File: src/rtl/seven_segment_monitor.sv
// rtl/seven_segment_monitor.sv - segment bus monitor: sync, glitch filter, decode, sequence check, watchdog
module seven_segment_monitor #(
    parameter int STABLE_CYCLES = 4,
    parameter int TIMEOUT       = 2047
) (
    input  logic       clk,
    input  logic       reset,
    input  logic [6:0] seg_in,
    output logic [3:0] digit_out,
    output logic       digit_valid,
    output logic       invalid,
    output logic       seq_error,
    output logic       timeout,
    output logic [7:0] err_count
);

    localparam int STAB_W = (STABLE_CYCLES > 1) ? $clog2(STABLE_CYCLES) : 1;
    localparam int WD_W   = $clog2(TIMEOUT + 1);
    localparam logic [STAB_W-1:0] STAB_MAX   = STAB_W'(STABLE_CYCLES - 1);
    localparam logic [WD_W-1:0]   WD_LAST    = WD_W'(TIMEOUT - 1);
    localparam logic [WD_W-1:0]   WD_EXPIRED = WD_W'(TIMEOUT);

    typedef enum logic {
        WAIT_FIRST = 1'b0,
        TRACK      = 1'b1
    } state_t;

    logic [6:0]        sync1_q, sync2_q;
    logic [6:0]        cand_q, cand_d;
    logic [STAB_W-1:0] stab_q, stab_d;
    logic [6:0]        acc_q, acc_d;
    state_t            state_q, state_d;
    logic [WD_W-1:0]   wd_q, wd_d;
    logic [3:0]        digit_q, digit_d;
    logic              valid_q, valid_d;
    logic              invalid_q, invalid_d;
    logic              seqerr_q, seqerr_d;
    logic              timeout_q, timeout_d;
    logic [7:0]        errcnt_q, errcnt_d;

    logic              accept;
    logic              expire;
    logic              dec_legal;
    logic [3:0]        dec_digit;
    logic [3:0]        next_digit;

    always_comb begin
        dec_legal = 1'b1;
        dec_digit = 4'd0;
        case (cand_q)
            7'h3F: dec_digit = 4'd0;
            7'h06: dec_digit = 4'd1;
            7'h5B: dec_digit = 4'd2;
            7'h4F: dec_digit = 4'd3;
            7'h66: dec_digit = 4'd4;
            7'h6D: dec_digit = 4'd5;
            7'h7D: dec_digit = 4'd6;
            7'h07: dec_digit = 4'd7;
            7'h7F: dec_digit = 4'd8;
            7'h6F: dec_digit = 4'd9;
            default: dec_legal = 1'b0;
        endcase
    end

    // A candidate held long enough is accepted even if sync2 moves on this same cycle.
    always_comb begin
        cand_d = cand_q;
        stab_d = stab_q;
        acc_d  = acc_q;
        if (sync2_q != cand_q) begin
            cand_d = sync2_q;
            stab_d = '0;
        end else if (stab_q < STAB_MAX) begin
            stab_d = stab_q + STAB_W'(1);
        end
        accept = (stab_q == STAB_MAX) && (cand_q != acc_q);
        if (accept) begin
            acc_d = cand_q;
        end
    end

    always_comb begin
        state_d    = state_q;
        wd_d       = wd_q;
        digit_d    = digit_q;
        valid_d    = valid_q;
        invalid_d  = invalid_q;
        seqerr_d   = 1'b0;
        timeout_d  = timeout_q;
        errcnt_d   = errcnt_q;
        next_digit = (digit_q == 4'd9) ? 4'd0 : digit_q + 4'd1;
        expire     = (state_q == TRACK) && (wd_q == WD_LAST);
        if (accept) begin
            wd_d = '0;
            if (dec_legal) begin
                if ((state_q == TRACK) && (dec_digit != next_digit)) begin
                    seqerr_d = 1'b1;
                    if (errcnt_q != 8'hFF) begin
                        errcnt_d = errcnt_q + 8'd1;
                    end
                end
                digit_d   = dec_digit;
                valid_d   = 1'b1;
                invalid_d = 1'b0;
                timeout_d = 1'b0;
                state_d   = TRACK;
            end else begin
                invalid_d = 1'b1;
                valid_d   = 1'b0;
                state_d   = WAIT_FIRST;
            end
        end else if (expire) begin
            timeout_d = 1'b1;
            valid_d   = 1'b0;
            state_d   = WAIT_FIRST;
            wd_d      = WD_EXPIRED;
        end else if (state_q == TRACK) begin
            wd_d = wd_q + WD_W'(1);
        end
    end

    always_ff @(posedge clk or posedge reset) begin
        if (reset) begin
            sync1_q   <= '0;
            sync2_q   <= '0;
            cand_q    <= '0;
            stab_q    <= '0;
            acc_q     <= '0;
            state_q   <= WAIT_FIRST;
            wd_q      <= '0;
            digit_q   <= '0;
            valid_q   <= 1'b0;
            invalid_q <= 1'b0;
            seqerr_q  <= 1'b0;
            timeout_q <= 1'b0;
            errcnt_q  <= '0;
        end else begin
            sync1_q   <= seg_in;
            sync2_q   <= sync1_q;
            cand_q    <= cand_d;
            stab_q    <= stab_d;
            acc_q     <= acc_d;
            state_q   <= state_d;
            wd_q      <= wd_d;
            digit_q   <= digit_d;
            valid_q   <= valid_d;
            invalid_q <= invalid_d;
            seqerr_q  <= seqerr_d;
            timeout_q <= timeout_d;
            errcnt_q  <= errcnt_d;
        end
    end

    assign digit_out   = digit_q;
    assign digit_valid = valid_q;
    assign invalid     = invalid_q;
    assign seq_error   = seqerr_q;
    assign timeout     = timeout_q;
    assign err_count   = errcnt_q;

endmodule

File: config.mk
export PLATFORM = sky130hd
export DESIGN_NAME = seven_segment_monitor
export DESIGN_NICKNAME = d
export VERILOG_FILES = /design/src/rtl/seven_segment_monitor.sv
export SDC_FILE = /design/constraint.sdc
export NUM_CORES = 1
export LEC_CHECK = 0
export ABC_CLOCK_PERIOD_IN_PS = 3100
export BUFFER_PORTS_ARGS = -buffer_cell sky130_fd_sc_hd__clkbuf_2
export CORE_AREA = 2 2 85 62
export CTS_CLUSTER_SIZE = 25
export DETAILED_ROUTE_END_ITERATION = 8
export DIE_AREA = 0 0 87 64
export PLACE_DENSITY = 0.77
export SLEW_MARGIN = 20
export SYNTH_ARGS = -nofsm -noshare
export SYNTH_HDL_FRONTEND = slang
export SYNTH_SLANG_ARGS = --single-unit
export TNS_END_PERCENT = 30
File: constraint.sdc
create_clock -name clk -period 3.1 [get_ports clk]
set_clock_uncertainty 0.2 [all_clocks]
set_input_delay 0.62 -clock clk [delete_from_list [all_inputs] [get_ports clk]]
set_output_delay 0.62 -clock clk [all_outputs]
set_load 0.02 [all_outputs]
# Word level (Yosys, flattened, before mapping)
# Index checks and enable logic that the tools add are counted.
dict set report word_totals {
  ff_bits 57
  input_bits 9
  output_inout_bits 16
  word_cells 63
}
dict set report classes {
  n_addsub 4
  n_lt_le_gt_ge 1
  n_eq_ne 18
  n_mux 18
  n_reduce_logical 10
}
# operator count
set op_table {}
lappend op_table {{$eq A7 B7 Y1 const B} 7}
lappend op_table {{$pmux W4 S9} 1}
lappend op_table {{$mux W11} 3}
lappend op_table {{$eq A7 B3 Y1 const B} 2}
lappend op_table {{$ne A7 B7 Y1} 2}
lappend op_table {{$add A11 B1 Y11 const B} 1}
lappend op_table {{$eq A11 B11 Y1 const B} 1}
lappend op_table {{$mux W1} 11}
lappend op_table {{$reduce_or A10 Y1} 1}
lappend op_table {{$add A8 B1 Y8 const B} 1}
lappend op_table {{$ne A8 B8 Y1 const B} 1}
lappend op_table {{$eq A7 B6 Y1 const B} 1}
lappend op_table {{$add A4 B1 Y4 const B} 1}
lappend op_table {{$eq A4 B4 Y1 const B} 1}
lappend op_table {{$mux W2} 2}
lappend op_table {{$mux W4} 1}
lappend op_table {{$ne A4 B4 Y1} 1}
lappend op_table {{$reduce_and A2 Y1} 2}
lappend op_table {{$reduce_and A4 Y1} 1}
lappend op_table {{$reduce_bool A2 Y1} 2}
lappend op_table {{$logic_and A1 B1 Y1} 3}
lappend op_table {{$reduce_bool A3 Y1} 1}
lappend op_table {{$add A2 B1 Y2 const B} 1}
lappend op_table {{$eq A2 B2 Y1 const B} 1}
lappend op_table {{2 further kinds} 2}

# Depth between registers and ports, before layout
dict set report depth {
  depth_word 7
  depth_mapped 8
  ltp_nobuf 7
}

# Worst setup path after synthesis
# No wires, ideal clock.
dict set report synth_path {
  path_type {reg2reg}
  from {register cand_q[6]}
  to {register errcnt_q[1] (netlist: err_count[1])}
  t_arrival_ns 2.088
  slack_ns 0.687
  path_stages_with_launch 9
  path_buffers 1
  period_less_slack_ns 2.413
  path_cell_list {dfrtp_1 -> clkbuf_8 -> or3b_1 -> a21oi_2 -> nor2_2 -> xnor2_2 -> nor4_4 -> nor3_2 -> mux2_4}
}
dict set report synth_between {
  elab_chain_cells 5
}
# item line_no
set synth_rtl {}
lappend synth_rtl {{start, declared} 29} ;# logic [6:0] cand_q, cand_d;
lappend synth_rtl {{start signal, assigned} 140} ;# cand_q <= cand_d;
lappend synth_rtl {{$eq A7 B7 Y1 / $eq A7 B3 Y1 (equally long branches)} 50} ;# case (cand_q)
lappend synth_rtl {{$pmux W4 S9} 50}
lappend synth_rtl {{$ne A4 B4 Y1} 96} ;# if ((state_q == TRACK) && (dec_digit != next_digit)) begin
lappend synth_rtl {{$logic_and A1 B1 Y1} 96}
lappend synth_rtl {{$reduce_and A4 Y1 (no line) (*)} --}
lappend synth_rtl {{end signal, assigned} 150} ;# errcnt_q <= errcnt_d;
lappend synth_rtl {{end, declared} 39} ;# logic [7:0] errcnt_q, errcnt_d;
# Mark *: on every way between the ends. The rest lies on a longest branch, timed or not.
# A chain may end at the register's enable or synchronous reset.

# Worst setup path in the final report
dict set report layout_path {
  from {register cand_q[2]}
  to {register errcnt_q[1] (netlist: err_count[1])}
}
# Same word-level chain as after synthesis.

==> run_summary.xml <==
<?xml version="1.0" encoding="UTF-8"?>
<metrics>
  <group name="setup_path">
    <metric name="worstPathCellList" unit="">nand4_1 &gt; nor3b_2 &gt; nor2_2 &gt; xnor2_2 &gt; nor4_4 &gt; nor3_2 &gt; mux2_4</metric>
    <metric name="crit_type" unit="">reg2reg</metric>
    <metric name="worstReg2RegStart" unit="">cand_q[2]</metric>
    <metric name="critPathBufInv" unit="">0</metric>
    <metric name="critical_path.max_stage_delay" unit="ns">0.57</metric>
    <metric name="crit_path_start" unit="">cand_q[2]</metric>
    <metric name="cp_data_required_time" unit="ns">3.12</metric>
    <metric name="crit_path_end_kind" unit="">flop</metric>
    <metric name="critPathLaunchType" unit="">flop</metric>
    <metric name="critPathMaxFanout" unit="">8</metric>
    <metric name="critical_path.slowest_cell" unit="">dfrtp_1</metric>
    <metric name="worst-endpoint-arrival" unit="ns">2.60</metric>
    <metric name="crit_family" unit="">simple AND/OR/NAND/NOR gates</metric>
  </group>
  <group name="cts">
    <metric name="numClockSinks" unit="">57</metric>
    <metric name="cts-resized-gates" unit="">0</metric>
    <metric name="cts.htree.levels" unit="">3</metric>
    <metric name="postCtsSetupBuffers" unit="">0</metric>
    <metric name="clk_pin_slew_worst_paths" unit="ns">0.06</metric>
    <metric name="clock_latency" unit="ns">0.34</metric>
    <metric name="clockBufferDepth" unit="">2</metric>
    <metric name="tritoncts" unit="">built</metric>
    <metric name="cts_hold_repair.buffers" unit="">0</metric>
    <metric name="cts.root.buffer_cell" unit="">clkbuf_8</metric>
    <metric name="cts_inserted_buffers" unit="">9</metric>
  </group>
  <group name="sta">
    <metric name="setup_tns" unit="ns">0</metric>
    <metric name="period_minus_slack" unit="ns">2.57</metric>
    <metric name="hold_viol" unit="">0</metric>
    <metric name="slew_headroom" unit="">0.472</metric>
    <metric name="grt_setup_unrepaired" unit="">no</metric>
    <metric name="final.period_utilization" unit="">0.830</metric>
    <metric name="worstMarginPinSlew" unit="ns">0.786</metric>
    <metric name="fmax" unit="MHz">389</metric>
    <metric name="report.final.setup_viol" unit="">0</metric>
    <metric name="report.final.slew_viol_count" unit="">0</metric>
    <metric name="layout_setup_ws" unit="ns">0.528</metric>
  </group>
  <group name="logic_synthesis">
    <metric name="postSynth.topFlopCell" unit="">dfrtp_1</metric>
    <metric name="syn_avg_cell_area" unit="µm²">11.1</metric>
    <metric name="async_set_reset_flop_share_out_of_synthesis" unit="">1.00</metric>
    <metric name="cell_taking_the_most_area_after_synthesis" unit="">dfrtp_1</metric>
    <metric name="syn_inst" unit="">242</metric>
    <metric name="synth_enable_flop_cells" unit="">0</metric>
    <metric name="synth_top_area_share" unit="">0.531</metric>
    <metric name="ys_seq_area_frac" unit="">0.531</metric>
    <metric name="post_synth_instance_area" unit="µm²">2690</metric>
    <metric name="synth.cells.most_frequent" unit="">dfrtp_1, nand2_1, nor2_1, xor2_1</metric>
    <metric name="netlist_top_cells_area" unit="">dfrtp_1, xor2_1, xnor2_1</metric>
    <metric name="synth_warnings" unit="">0</metric>
    <metric name="synth.most_common_cell" unit="">dfrtp_1</metric>
    <metric name="syn_nets" unit="">255</metric>
    <metric name="count_of_distinct_cell_types_in_the_synthesized_netlist" unit="">40</metric>
    <metric name="yosys_register_bits" unit="">57</metric>
  </group>
  <group name="run_status">
    <metric name="status" unit="">completed</metric>
  </group>
  <group name="final_layout">
    <metric name="drive_above_1_share" unit="">0.242</metric>
    <metric name="area_delta_synth_final" unit="%">11.8</metric>
    <metric name="fill_cells" unit="">378</metric>
    <metric name="antenna-diode-count" unit="">0</metric>
    <metric name="final_net_count" unit="">278</metric>
  </group>
  <group name="detailed_routing">
    <metric name="drt_first_pass_iters" unit="">4</metric>
    <metric name="route.detailed.drc" unit="">0</metric>
    <metric name="drtAntennaViolNets" unit="">0</metric>
    <metric name="wirelength" unit="mm">4.73</metric>
    <metric name="num_vias" unit="">1817</metric>
    <metric name="drtIter0Drc" unit="">196</metric>
    <metric name="wl_per_cell" unit="µm">14.5</metric>
    <metric name="viasPerCell" unit="">5.57</metric>
  </group>
  <group name="grt">
    <metric name="number_of_antenna_violations_at_the_first_check_in_global_routing" unit="">0</metric>
    <metric name="grt_pass1_wl" unit="mm">8.40</metric>
    <metric name="maximum_number_of_pins_on_one_net_before_global_route_repair" unit="">22</metric>
    <metric name="grt_use_total" unit="">0.202</metric>
    <metric name="grt.overflow.total" unit="">0</metric>
    <metric name="number_of_global_route_vias_before_repair" unit="">1803</metric>
  </group>
  <group name="pwr">
    <metric name="static_leakage_power" unit="nW">1.41</metric>
    <metric name="cellPowerDensity" unit="nW/µm²">516</metric>
    <metric name="irDropWorstVdd" unit="V">0.000396</metric>
  </group>
  <group name="run">
    <metric name="maxCapViolations" unit="">0</metric>
  </group>
  <group name="floorplan">
    <metric name="rows" unit="">21</metric>
    <metric name="floorplan.initialDensity" unit="">0.571</metric>
    <metric name="die-area" unit="µm²">5570</metric>
    <metric name="die_w" unit="µm">87</metric>
    <metric name="core" unit="µm²">4700</metric>
    <metric name="die_y" unit="µm">64</metric>
    <metric name="pin_count" unit="">25</metric>
  </group>
  <group name="placed_design">
    <metric name="worst_slack_after_detailed_placement" unit="ns">0.548</metric>
    <metric name="place_hpwl" unit="mm">3.28</metric>
    <metric name="place.port_buffers" unit="">24</metric>
    <metric name="globalplace.congestion" unit="">0.868</metric>
  </group>
  <group name="hold_path">
    <metric name="hold_path_class" unit="">in2async</metric>
  </group>
</metrics>
## power by group
group,internal (mW),switching [mW],total (mW)
Combinational,0.0199,0.0263,0.0461
Clock,0.453,0.275,0.728
Sequential,0.758,0.0176,0.776
## cell type report
class                           count  area [µm²]  area share
Clock inverter                      2        35.0      0.0117
Multi-Input combinational cell    161        1110       0.369
Tap cell                           57        71.3      0.0237
Timing Repair Buffer               29         158      0.0525
Sequential cell                    57        1430       0.475
Clock buffer                       13         179      0.0595
Inverter                            7        26.3     0.00874
## metrics by stage
stage / total power [mW] / std cells / area [µm²] / utilization / hold WS (ns)
6_report: 1.55 / 326 / 3010 / 0.639 / 0.0400
5_1_grt: 1.61 / 326 / 3010 / 0.639 / 0.0710
4_1_cts: 1.57 / 326 / 3010 / 0.639 / 0.0419
3_5_place_dp: 0.837 / 311 / 2790 / 0.594 / 0.136
3_3_place_gp: 0.835 / 311 / 2790 / 0.594 / 0.132
2_1_floorplan: 0.830 / 242 / 2690 / - / 0.131
## placed cells by master, fill, tap and decap left out, types with 2 or more instances in the layout
cell / instances
a21oi_1: 5
a311oi_1: 2
buf_4: 5
clkbuf_2: 24
clkbuf_8: 13
dfrtp_1: 57
ha_1: 4
inv_1: 6
mux2_2: 7
mux2i_1: 4
nand2_1: 23
nand3_1: 11
nand3b_1: 2
nand4_1: 6
nor2_1: 22
nor3_1: 8
nor3_2: 2
nor4_1: 8
o21ai_0: 12
or3_1: 2
xnor2_1: 12
xor2_1: 14
## per-layer routing
| layer | up-vias | part of all wire | routed length [µm] | GRT usage |
|---|---|---|---|---|
| met5 | - | 0 | 0 | 0 |
| met4 | 0 | 0.017 | 82 | 0.0723 |
| met3 | 12 | 0.050 | 235 | 0.0866 |
| met2 | 42 | 0.43 | 2030 | 0.282 |
| met1 | 886 | 0.50 | 2380 | 0.279 |
| li1 | 877 | - | - | - |
## kinds of logic (layout without fill, tap and decap cells)
| kind of cell | after synthesis | count (layout) | share of synthesized area |
|---|---|---|---|
| AND/OR/NAND/NOR | 92 | 92 | 0.188 |
| flip-flops | 57 | 57 | 0.531 |
| XOR/XNOR | 27 | 27 | 0.0908 |
| AO/OA/AOI/OAI | 26 | 26 | 0.0661 |
| buffers and inverters | 24 | 51 | 0.0563 |
| multiplexers | 12 | 12 | 0.0498 |
| adder cells (fa/ha/maj) | 4 | 4 | 0.0186 |
## path summary, 6_finish.rpt
kind	to	slack, ns	cells past startpoint
hold / removal	wd_q[6]	0.04	2
setup / recovery	err_count[1]	0.53	7
max in group asynchronous	digit_out[3]	2.05	3
setup reg to reg	err_count[1]	0.53	7
min in group clk	sync2_q[1]	0.15	0
hold reg to reg	sync2_q[1]	0.15	0
## sequential cells by signal (all words and copies together) (netlist names), 2 cells and up
signal,count
err_count,8
acc_q,7
sync2_q,7
cand_q,7
wd_q,11
sync1_q,7
stab_q,2
digit_out,4
No activity file was read; power rests on OpenSTA's default activity.
